### src/rtl/cicero_mem_pkg.sv
// Shared types and width helpers for the cache miss refill responder.
// Default-configuration widths are exported alongside functions that derive them for any configuration.
package cicero_mem_pkg;

    typedef enum logic [1:0] {
        S_IDLE = 2'd0,
        S_FILL = 2'd1,
        S_RESP = 2'd2
    } refill_state_t;

    localparam int DWIDTH_DEF           = 4;
    localparam int BLOCK_WIDTH_BITS_DEF = 4;
    localparam int ADDR_IN_WIDTH_DEF    = 16;

    function automatic int req_addr_width(input int addr_in_width, input int block_width_bits);
        return addr_in_width - block_width_bits;
    endfunction

    function automatic int line_width(input int dwidth, input int block_width_bits);
        return dwidth * (2 ** block_width_bits);
    endfunction

    // A one-word line still needs a 1-bit word index to keep port widths legal.
    function automatic int idx_width(input int block_width_bits);
        return (block_width_bits > 0) ? block_width_bits : 1;
    endfunction

    localparam int REQ_ADDR_WIDTH = req_addr_width(ADDR_IN_WIDTH_DEF, BLOCK_WIDTH_BITS_DEF);
    localparam int LINE_WIDTH     = line_width(DWIDTH_DEF, BLOCK_WIDTH_BITS_DEF);

endpackage

### src/rtl/refill_line_buffer.sv
// Line register with word-indexed write, plus the optional last-line reuse entry.
// REFILL_LINE_REUSE_EN adds a block-address/valid entry and a lookup hit output.
module refill_line_buffer
    import cicero_mem_pkg::*;
#(
    parameter int DWIDTH           = DWIDTH_DEF,
    parameter int BLOCK_WIDTH_BITS = BLOCK_WIDTH_BITS_DEF,
    parameter int RA_W             = REQ_ADDR_WIDTH,
    parameter int LINE_W           = LINE_WIDTH
) (
    input  logic                                   clk,
    input  logic                                   rst,
    input  logic                                   wr_en,
    input  logic [idx_width(BLOCK_WIDTH_BITS)-1:0] wr_idx,
    input  logic [DWIDTH-1:0]                      wr_data,
    input  logic                                   entry_wr,
    input  logic [RA_W-1:0]                        entry_addr,
    input  logic [RA_W-1:0]                        lookup_addr,
    output logic                                   hit,
    output logic [LINE_W-1:0]                      line
);

    localparam int BLOCK_WIDTH = 2 ** BLOCK_WIDTH_BITS;
    localparam int IDX_W       = idx_width(BLOCK_WIDTH_BITS);

    logic [LINE_W-1:0] line_q, line_d;

    always_comb begin
        line_d = line_q;
        if (wr_en) begin
            for (int i = 0; i < BLOCK_WIDTH; i++) begin
                if (wr_idx == IDX_W'(i)) begin
                    line_d[i*DWIDTH +: DWIDTH] = wr_data;
                end
            end
        end
    end

    always_ff @(posedge clk or negedge rst) begin
        if (!rst) begin
            line_q <= '0;
        end else begin
            line_q <= line_d;
        end
    end

    assign line = line_q;

`ifdef REFILL_LINE_REUSE_EN
    // The line register itself is the stored line; only its tag needs keeping.
    logic            entry_v_q, entry_v_d;
    logic [RA_W-1:0] entry_addr_q, entry_addr_d;

    always_comb begin
        entry_v_d    = entry_v_q;
        entry_addr_d = entry_addr_q;
        if (entry_wr) begin
            entry_v_d    = 1'b1;
            entry_addr_d = entry_addr;
        end
    end

    always_ff @(posedge clk or negedge rst) begin
        if (!rst) begin
            entry_v_q    <= 1'b0;
            entry_addr_q <= '0;
        end else begin
            entry_v_q    <= entry_v_d;
            entry_addr_q <= entry_addr_d;
        end
    end

    assign hit = entry_v_q && (entry_addr_q == lookup_addr);
`else
    logic unused_reuse;
    assign unused_reuse = ^{entry_wr, entry_addr, lookup_addr};
    assign hit          = 1'b0;
`endif

endmodule

### src/rtl/cache_block_refill_responder.sv
// Refills one cache line from a word-wide backing memory and answers with a one-cycle ready pulse.
// Optional last-line reuse is enabled by REFILL_LINE_REUSE_EN.
//
//  state  | meaning
//  S_IDLE | waiting for a miss request; memory responses ignored
//  S_FILL | issuing word reads back-to-back and collecting in-order responses
//  S_RESP | line complete; req_ready high for this single cycle
module cache_block_refill_responder
    import cicero_mem_pkg::*;
#(
    parameter int DWIDTH           = DWIDTH_DEF,
    parameter int BLOCK_WIDTH_BITS = BLOCK_WIDTH_BITS_DEF,
    parameter int ADDR_IN_WIDTH    = ADDR_IN_WIDTH_DEF
) (
    input  logic                                       clk,
    input  logic                                       rst,
    input  logic                                       req_valid,
    input  logic [ADDR_IN_WIDTH-BLOCK_WIDTH_BITS-1:0]  req_addr,
    output logic                                       req_ready,
    output logic [DWIDTH*(2**BLOCK_WIDTH_BITS)-1:0]    line_data,
    output logic                                       mem_req_valid,
    output logic [ADDR_IN_WIDTH-1:0]                   mem_addr,
    input  logic                                       mem_req_ready,
    input  logic                                       mem_rsp_valid,
    input  logic [DWIDTH-1:0]                          mem_rsp_data
);

    localparam int BLOCK_WIDTH = 2 ** BLOCK_WIDTH_BITS;
    localparam int RA_W        = req_addr_width(ADDR_IN_WIDTH, BLOCK_WIDTH_BITS);
    localparam int LINE_W      = line_width(DWIDTH, BLOCK_WIDTH_BITS);
    localparam int CNT_W       = BLOCK_WIDTH_BITS + 1;
    localparam int IDX_W       = idx_width(BLOCK_WIDTH_BITS);
    localparam logic [CNT_W-1:0] CNT_FULL = CNT_W'(BLOCK_WIDTH);

    refill_state_t    state_q, state_d;
    logic [RA_W-1:0]  req_addr_q, req_addr_d;
    logic [CNT_W-1:0] issue_cnt_q, issue_cnt_d;
    logic [CNT_W-1:0] rsp_cnt_q, rsp_cnt_d;
    logic             req_ready_q, req_ready_d;

    logic reuse_hit;
    logic issue_take;
    logic rsp_take;
    logic entry_wr;

    assign mem_req_valid = (state_q == S_FILL) && (issue_cnt_q < CNT_FULL);
    assign issue_take    = mem_req_valid && mem_req_ready;
    assign rsp_take      = (state_q == S_FILL) && mem_rsp_valid && (rsp_cnt_q < CNT_FULL);

    generate
        if (BLOCK_WIDTH_BITS > 0) begin : g_word_idx
            assign mem_addr = {req_addr_q, issue_cnt_q[BLOCK_WIDTH_BITS-1:0]};
        end else begin : g_single_word
            assign mem_addr = req_addr_q;
        end
    endgenerate

    always_comb begin
        state_d     = state_q;
        req_addr_d  = req_addr_q;
        issue_cnt_d = issue_cnt_q;
        rsp_cnt_d   = rsp_cnt_q;
        case (state_q)
            S_IDLE: begin
                if (req_valid) begin
                    req_addr_d  = req_addr;
                    issue_cnt_d = '0;
                    rsp_cnt_d   = '0;
                    state_d     = reuse_hit ? S_RESP : S_FILL;
                end
            end
            S_FILL: begin
                if (issue_take) begin
                    issue_cnt_d = issue_cnt_q + CNT_W'(1);
                end
                if (rsp_take) begin
                    rsp_cnt_d = rsp_cnt_q + CNT_W'(1);
                end
                // Leave on the same edge the last word is written.
                if (rsp_cnt_d == CNT_FULL) begin
                    state_d = S_RESP;
                end
            end
            S_RESP: begin
                state_d = S_IDLE;
            end
            default: begin
                state_d = S_IDLE;
            end
        endcase
        req_ready_d = (state_d == S_RESP);
    end

    assign entry_wr = (state_q == S_FILL) && (state_d == S_RESP);

    always_ff @(posedge clk or negedge rst) begin
        if (!rst) begin
            state_q     <= S_IDLE;
            req_addr_q  <= '0;
            issue_cnt_q <= '0;
            rsp_cnt_q   <= '0;
            req_ready_q <= 1'b0;
        end else begin
            state_q     <= state_d;
            req_addr_q  <= req_addr_d;
            issue_cnt_q <= issue_cnt_d;
            rsp_cnt_q   <= rsp_cnt_d;
            req_ready_q <= req_ready_d;
        end
    end

    assign req_ready = req_ready_q;

    refill_line_buffer #(
        .DWIDTH           (DWIDTH),
        .BLOCK_WIDTH_BITS (BLOCK_WIDTH_BITS),
        .RA_W             (RA_W),
        .LINE_W           (LINE_W)
    ) u_line_buffer (
        .clk         (clk),
        .rst         (rst),
        .wr_en       (rsp_take),
        .wr_idx      (rsp_cnt_q[IDX_W-1:0]),
        .wr_data     (mem_rsp_data),
        .entry_wr    (entry_wr),
        .entry_addr  (req_addr_q),
        .lookup_addr (req_addr),
        .hit         (reuse_hit),
        .line        (line_data)
    );

endmodule

### config.mk
export PLATFORM = sky130hd
export DESIGN_NAME = cache_block_refill_responder
export DESIGN_NICKNAME = d
export VERILOG_FILES = /design/src/rtl/cicero_mem_pkg.sv /design/src/rtl/refill_line_buffer.sv /design/src/rtl/cache_block_refill_responder.sv
export SDC_FILE = /design/constraint.sdc
export NUM_CORES = 1
export LEC_CHECK = 0
export BUFFER_PORTS_ARGS = -buffer_cell sky130_fd_sc_hd__buf_4
export CORE_ASPECT_RATIO = 1.2
export CORE_MARGIN = 2
export CORE_UTILIZATION = 30
export DETAILED_ROUTE_END_ITERATION = 6
export PLACE_DENSITY = 0.52
export REMOVE_ABC_BUFFERS = 1
export SLEW_MARGIN = 25
export SYNTH_ARGS = -nofsm -noshare
export SYNTH_HDL_FRONTEND = slang
export SYNTH_HIERARCHICAL = 1
export SYNTH_SLANG_ARGS = --single-unit
### constraint.sdc
create_clock -name clk -period 3.7 [get_ports clk]
set_input_delay 1.11 -clock clk [delete_from_list [all_inputs] [get_ports clk]]
set_output_delay 1.11 -clock clk [all_outputs]
set_load 0.02 [all_outputs]
After elaboration in Yosys (flattened, before gate mapping) --
Index checks and enable logic that the tools add are counted.
Operators by class: $add $sub $neg 2, muxes and demuxes 9, shift-type cells 0, $mul 0, $lt $le $gt $ge 2, bitwise operators 0, reduce and logical (&&, ||, !) cells 26, equal/unequal tests 20, div/mod/pow operators 0
Operators with widths (count):
- 2-bit AND reduction | 18
- 4-bit equality test (second input constant) | 8
- 5-bit two-way mux | 4
- 5-bit case mux with 2 select lines | 2
- 4-bit by 3-bit equality test with 1-bit output (second input constant) | 4
- 5-bit by 1-bit adder with 5-bit output (second input constant) | 2
- 5-bit less-than comparator (second input constant) | 2
- 4-bit by 2-bit equality test with 1-bit output (second input constant) | 2
- 5-bit equality test (second input constant) | 1
- 4-bit by 1-bit equality test with 1-bit output (second input constant) | 1
- 1-bit logical AND | 4
- 4-bit zero test | 1
- 2-bit two-way mux | 2
- 2-bit != test (second input constant) | 2
- 2-bit case mux with 2 select lines | 1
- 3-bit AND reduction | 1
- 2-bit by 1-bit equality test with 1-bit output (second input constant) | 1
- 2-bit equality test (second input constant) | 1
- 2-bit zero test | 1
- 2-bit nonzero test | 1
Word-level totals: flip-flop bits (word level) 89, memories 0, bits in latches 0, memory bits (read-only) 0, output and inout port bits 82, logic and storage cells 80, bits of input ports 21, memory bits (writable) 0

Logic depth before layout (Yosys ltp) --
Gate-level depths: netlist of run 1.
depth after elaboration 9, depth in mapped cells 7, depth with buffers taken out 5

Modules after synthesis --
Netlist of run 1, hierarchy kept.
By module, submodules not included:
- refill_line_buffer | times used 1, area an instance 2509.9 um2, cells each 158, sequential area each 1601.5 um2
- cache_block_refill_responder | times used 1, area an instance 1249.9 um2, cells each 129, sequential area each 625.6 um2

Least setup slack after synthesis of run 1 --
Ideal clock, no wire load.
kind input port to flip-flop, from input mem_rsp_valid, to register u_line_buffer.line_q[12] (netlist: u_line_buffer/line[12]), stages on the path 4, path slack 1.113 ns, data arrival time 2.462 ns, library setup time 0.125 ns, required time 3.575 ns, buffers on the path 0, cell sequence nor4bb_4 > nor3b_2 > and2b_1 > mux2_2
Between the ends: longest elaborated chain between the ends 3
RTL lines:
- start, declared | line cache_block_refill_responder.sv:24 | input logic mem_rsp_valid,
- 1-bit logical AND (2 in series) | line cache_block_refill_responder.sv:48 | assign rsp_take = (state_q == S_FILL) && mem_rsp_valid && (rsp_cnt_q < CNT_FULL);
- 2-bit AND reduction (no line)
- end signal, assigned | line refill_line_buffer.sv:43 | line_q <= line_d;
- end, declared | line refill_line_buffer.sv:26 | logic [LINE_W-1:0] line_q, line_d;
Every way passes these cells. A chain may end at the register's enable or synchronous reset.

Final worst setup path of run 1 --
from input mem_rsp_valid, to register u_line_buffer.line_q[57] (netlist: u_line_buffer/line[57])
Between the ends: longest elaborated chain between the ends 3
RTL lines:
- 1-bit logical AND (2 in series) | line cache_block_refill_responder.sv:48
- via rsp_take | line cache_block_refill_responder.sv:43 | logic rsp_take;
- 2-bit AND reduction (no line)
The timed path passes the listed nets, and every way through them passes these cells.

==> results.txt, run 1 <==
Synth area leader -> dfrtp_1
Fmax -> 0.3877 GHz
Total core area -> 12170 µm²
Nets -> 409
Number of library cell types mapped by synthesis -> 44
CP max-delay cell -> nor4bb_4
Primary FF master, synth -> dfrtp_1
Clock Power Share -> 21.9%
CP endpoint kind -> flip-flop
Final period util -> 69.72%
P_int -> 0.002836 W
Initial antenna violation count -> 0
Max H-tree Level -> 3
Crit Path Class -> input pin to flip-flop
P&R area growth vs syn -> 32.55%
I/O pin cnt -> 103
Worst skew pair latency -> 0.34 ns
Met2 usage -> 21.64%
Dpl hpwl -> 6137 µm
Gate power share -> 40.5%
Worst slew margin -> 59.20%
Area of the multi-input gates -> 1439 µm²
Detailed Route WL -> 8656 µm
Net Sw Power -> 0.001592 W
Yosys reg bits -> 89
Most Crowded Layer GR -> met2
Outcome -> finished, final reports clean
CP Cell Sequence -> buf_4 > nor4bb_4 > nand3_1 > nor2_1 > mux2_2
Hold EP -> req_addr_q[0]
CTS Buffer Depth -> 2
Endpoints failing hold -> 0
Clk_skew -> 0.005158 ns
R2R cell count -> 4
Worst Path Buf+Inv -> 1
Worst Path Required -> 3.92 ns
CP max FO -> 9
Root buf cell -> clkbuf_16
Max-cap violations -> 0
M3 GR Usage -> 3.494%
Gpl congestion -> 0.7386
Worst r2r src -> state_q[1]
Total grt overflow -> 0
CP peak stage delay -> 0.59 ns
Worst VDD drop -> 0.0003521 V
List of most frequent post-synthesis cells -> 89 x dfrtp_1, 62 x mux2_2, 45 x nand2_1, 18 x nor2_1, 9 x clkbuf_1
Pwr/cell area -> 888.6 nW/µm²
Aggregate global-route resource usage -> 13.67%
DRT antenna net count -> 0
CTS tree -> built
First-pass GRT wire length -> 14160 µm
Final setup fails -> 0
Top-count cell post-synth -> dfrtp_1
Reg2reg setup slack -> 1.45 ns
DR WL/cell -> 15.71 µm
Die H -> 126.6 µm
Port buffer count -> 102
TritonRoute pass-1 iters -> 4
Starting density of the core -> 30.90%
Site row count -> 44
HP Start -> req_addr_q[0]
Die area -> 13450 µm²
Vias in the first global route -> 2654
WP data arrival -> 2.80 ns
Ant diodes -> 0
Share of cells above drive strength 1 -> 49.23%
Via density -> 4.642
Worst Hold Class -> flip-flop to flip-flop
Final core occ -> 40.96%
Switching Share -> 35.96%
Lkg Pwr -> 2.518 nW
Detailed Route Iter0 Violations -> 59
Total setup buffers inserted after CTS -> 0
CTS resizes -> 0
Number of synthesized flops with an enable pin -> 0
Cells after synthesis -> 287
RSZ-0062 raised after global routing -> no
WHS Path Cells -> 2
CP delay by family, top -> simple AND/OR/NAND/NOR gates
Async set-reset flop share out of synthesis -> 100.0%
Register area share after synthesis -> 59.23%
Worst slew pin tran -> 0.6119 ns
Reg power frac -> 37.6%
Max-slew violation count -> 0
Post-CTS Hold Fix Bufs -> 0
Critical Path Source Type -> input pin
Mapped Area -> 3760 µm²
DR vias -> 2558
Reg area -> 2227 µm²
Cell depth of the worst setup path -> 5
DRC viols -> 0
Crit Reg-Reg Endpoint -> u_line_buffer/line[57]
Syn_area_per_cell -> 13.10 µm²
Fill count -> 1186
Top post-synthesis cells by area -> dfrtp_1 59%, mux2_2 19%, nand2_1 4.5%
Clock slew at reported path FFs -> 0.06 ns
Num CTS Buffers -> 9
Clock sink count -> 89
Die width -> 106.2 µm
Crit path time final -> 2.579 ns
Setup TNS -> 0 ns
Synth warnings -> 6
Met1 GRT Util -> 17.25%
Largest net degree at the start of global routing -> 47
Post-synth top area share -> 59.23%
[how the worst max path moves through the flow]
stage,endpoint,start,slack (ns)
detailed placement,u_line_buffer/line[57],mem_rsp_valid,0.76
CTS,u_line_buffer/line[57],mem_rsp_valid,1.11
global route,u_line_buffer/line[59],mem_rsp_valid,0.92
global placement,u_line_buffer/line[57],mem_rsp_valid,0.80
floorplan,u_line_buffer/line[12],mem_rsp_valid,1.11
finish,u_line_buffer/line[57],mem_rsp_valid,1.12
[layout make-up]
type	instances	share of cell area, %
Clock inverter	5	1.607
Clock buffer	10	4.795
Timing Repair Buffer	103	15.77
Sequential cell	89	44.69
Tap cell	161	4.042
Multi-Input combinational cell	180	28.87
Inverter	3	0.2260
[cell families (layout without fill, tap and decap cells)]
logic type | count (synthesis) | count (layout) | synth area share (%)
other | 1 | 1 | 0.09974
flip-flops | 89 | 89 | 59.23
XOR/XNOR | 3 | 3 | 0.6990
adder cells (fa/ha/maj) | 2 | 2 | 0.6655
multiplexers | 67 | 67 | 20.47
buffers and inverters | 18 | 121 | 2.496
AO/OA/AOI/OAI | 19 | 19 | 4.360
AND/OR/NAND/NOR | 88 | 88 | 11.98
[power by group through the flow]
stage | logic, W | clock network (W) | registers (W)
final | 0.00179 | 0.000969 | 0.00167
after global routing | 0.00193 | 0.00104 | 0.00174
after CTS | 0.00182 | 0.000999 | 0.00168
after detailed placement | 0.00182 | 0 | 0.00169
after global placement | 0.00181 | 0 | 0.00169
after floorplan | 0.000566 | 0 | 0.00210
[cell usage in the layout (no fill, tap or decap), drive strengths merged, types with 2 or more instances in the layout]
cell / count
nand2b: 6
inv: 3
dfrtp: 89
nand4: 3
clkinvlp: 2
nand2: 45
a21o: 2
mux2: 67
o21ai: 4
nand3b: 3
ha: 2
buf: 103
or3: 2
clkbuf: 10
a22o: 3
nor2: 18
nor3b: 2
nand3: 3
xor2: 2
bufinv: 2
[per-stage QoR]
step           worst slack, ns  std cells  hold WS (ns)  total power, W  cell area, µm²
6_report                 1.121        551        0.4779        0.004428            4984
5_1_grt                 0.9237        551        0.5030        0.004702            4984
4_1_cts                  1.111        551        0.4803        0.004501            4984
3_5_place_dp            0.7556        536        0.4642        0.003515            4664
3_3_place_gp            0.7989        536        0.4609        0.003492            4664
2_1_floorplan            1.113        272        0.4816        0.002661            3677
[worst reg2reg max path, delay by kind of cell, from the launching register on]
kind	cells	cell delay [ns]
muxes	1	0.39
DFF	1	0.50
and+or+nand+nor	3	1.25
[state kept, by name, summed over array words and instances, names as in the netlist]
name                count
req_ready               1
state_q                 2
req_addr_q             12
issue_cnt_q             5
rsp_cnt_q               5
u_line_buffer/line     64
[per-layer routing]
metal	part of all wire, %	vias up	wire, µm
li1	-	1189	-
met1	42	1283	3667
met2	49	73	4226
met3	6.5	13	563
met4	2.3	0	199
met5	0	-	0
Note: power is estimated with default switching activity, not from simulation.
==> run 2, diff against run 1 <==
clock period = 2.7 ns   (was 3.7 ns; I/O delays follow)
==> results.txt, run 2 (synthesis results as in run 1) <==
Starting density of the core -> 30.90% (unchanged)
Outcome -> finished, final reports clean
Final period util -> 81.17%
WP data arrival -> 1.38 ns (-1.42 ns)
CP Cell Sequence -> nor3b_1 > buf_4
I/O pin cnt -> 103 (unchanged)
Clk_skew -> 0.006149 ns (+0.0009917 ns)
Tot Pwr -> 0.006312 W (+43%)
Die width -> 106.2 µm (unchanged)
Initial antenna violation count -> 0 (unchanged)
Clock sink count -> 89 (unchanged)
DRT antenna net count -> 0 (unchanged)
CTS resizes -> 0 (unchanged)
CP max-delay cell -> dfrtp_1
Total setup buffers inserted after CTS -> 0 (unchanged)
Lkg Pwr -> 2.574 nW (+2.2%)
Critical Path Source Type -> flip-flop
Worst hold margin -> 0.4491 ns (-0.02872 ns)
Worst r2r src -> state_q[1]
Dpl hpwl -> 6132 µm (about the same)
Detailed Route WL -> 8811 µm (+1.8%)
Share of cells above drive strength 1 -> 49.87% (+0.64 points)
First-pass GRT wire length -> 14350 µm (+1.3%)
Worst Path Buf+Inv -> 1 (unchanged)
Via density -> 4.556 (-1.9%)
CP max FO -> 11 (+2)
Max-cap violations -> 0 (unchanged)
Root buf cell -> clkbuf_16
Reg2reg setup slack -> 0.63 ns (-0.82 ns)
Max-slew violation count -> 0 (unchanged)
Ant diodes -> 0 (unchanged)
CP endpoint kind -> output pin
R2R cell count -> 4 (unchanged)
Crit path time final -> 2.192 ns
Clock slew at reported path FFs -> 0.06 ns (about the same)
Die H -> 126.6 µm (unchanged)
Total core area -> 12170 µm² (unchanged)
Setup TNS -> 0 ns (unchanged)
Fmax -> 0.4563 GHz
Commonest non-fill, non-tap cell in the layout -> buf_4
DR WL/cell -> 15.85 µm (+0.88%)
Vias in the first global route -> 2651 (-0.11%)
TritonRoute pass-1 iters -> 4 (unchanged)
CP peak stage delay -> 0.53 ns (-0.06 ns)
Max FFs per register -> 64 (unchanged)
Max H-tree Level -> 3 (unchanged)
Worst Hold Class -> input pin to asynchronous set/reset pin
Worst VDD drop -> 0.0004836 V (+37%)
Most frequent cells in the layout -> 106 x buf_4, 89 x dfrtp_1, 62 x mux2_2, 45 x nand2_1, 18 x nor2_1
Die area -> 13450 µm² (unchanged)
Post-CTS Hold Fix Bufs -> 0 (unchanged)
Pre-CTS setup slack -> 0.2649 ns (-0.4907 ns)
Worst slew margin -> 58.88% (-0.32 points)
Fill count -> 1168 (-1.5%)
RSZ-0062 raised after global routing -> no
Port buffer count -> 102 (unchanged)
DR vias -> 2533 (-0.98%)
CTS tree -> built
CTS Buffer Depth -> 2 (unchanged)
Crit Path Class -> flip-flop to output pin
Site row count -> 44 (unchanged)
Aggregate global-route resource usage -> 13.86% (+0.18 points)
P&R area growth vs syn -> 34.91%
Worst skew pair latency -> 0.34 ns (about the same)
Worst slew pin tran -> 0.6167 ns (+0.004776 ns)
Pwr/cell area -> 1244 nW/µm² (+40%)
Nets -> 413 (+0.98%)
CP delay by family, top -> flip-flops
Num CTS Buffers -> 9 (unchanged)
Crit Reg-Reg Endpoint -> u_line_buffer/line[45]
Total grt overflow -> 0 (unchanged)
Worst Path Required -> 1.89 ns (-2.03 ns)
Detailed Route Iter0 Violations -> 50 (-15%)
Endpoints failing hold -> 0 (unchanged)
DRC viols -> 0 (unchanged)
Final setup fails -> 0 (unchanged)
Largest net degree at the start of global routing -> 41 (-13%)
Worst setup margin -> 0.5084 ns (-0.6122 ns)
Gpl congestion -> 0.6813 (-7.8%)
## run 2: stage by stage
step | std cells | area [µm²] | util, %
after floorplan | 272 | 3677 | -
after global placement | 540 | 4695 | 38.58
after detailed placement | 540 | 4695 | 38.58
after CTS | 556 | 5072 | 41.69
after global routing | 556 | 5072 | 41.69
final | 556 | 5072 | 41.69
## run 2: area by class of cell
cell class,instances,area [µm²],area share [%]
clock inverter,5,125.1,2.467
sequential,89,2227,43.91
timing repair buffer,107,815.8,16.08
clock buffer,11,252.7,4.983
inverter,3,11.26,0.2220
multi-input combinational,180,1439,28.37
tap,161,201.4,3.971
## run 2: worst reg2reg max path: cells and delay by family, from the launching register on
| kind | cells | cell delay (ns) |
|---|---|---|
| muxes | 1 | 0.37 |
| DFF | 1 | 0.50 |
| and+or+nand+nor | 3 | 1.08 |
## run 2: worst max-delay path by stage
stage / slack [ns] / end / from / cells after the start
global placement: 0.27 / u_line_buffer/line[45] / mem_rsp_valid / 5
CTS: 0.48 / mem_req_valid / state_q[0] / 2
global route: 0.37 / mem_req_valid / state_q[0] / 2
floorplan: 0.41 / u_line_buffer/line[12] / mem_rsp_valid / 4
detailed placement: 0.26 / u_line_buffer/line[46] / mem_rsp_valid / 5
finish: 0.51 / mem_req_valid / state_q[0] / 2
## run 2: power breakdown
| part | internal, W | total (W) | switching, W | leakage, nW |
|---|---|---|---|---|
| Combinational | 0.00118 | 0.00247 | 0.00129 | 1.23 |
| Clock | 0.00105 | 0.00156 | 0.000510 | 0.186 |
| Sequential | 0.00188 | 0.00229 | 0.000405 | 1.16 |
| Total | 0.00411 | 0.00631 | 0.00220 | 2.57 |
## run 2: routing by layer
layer | GRT usage [%] | vias to the layer above | wire (µm)
met4 | 5.341 | 0 | 100
met1 | 17.51 | 1245 | 3904
met5 | 0 | - | 0
li1 | - | 1196 | -
met3 | 4.060 | 8 | 562
met2 | 22.40 | 84 | 4244
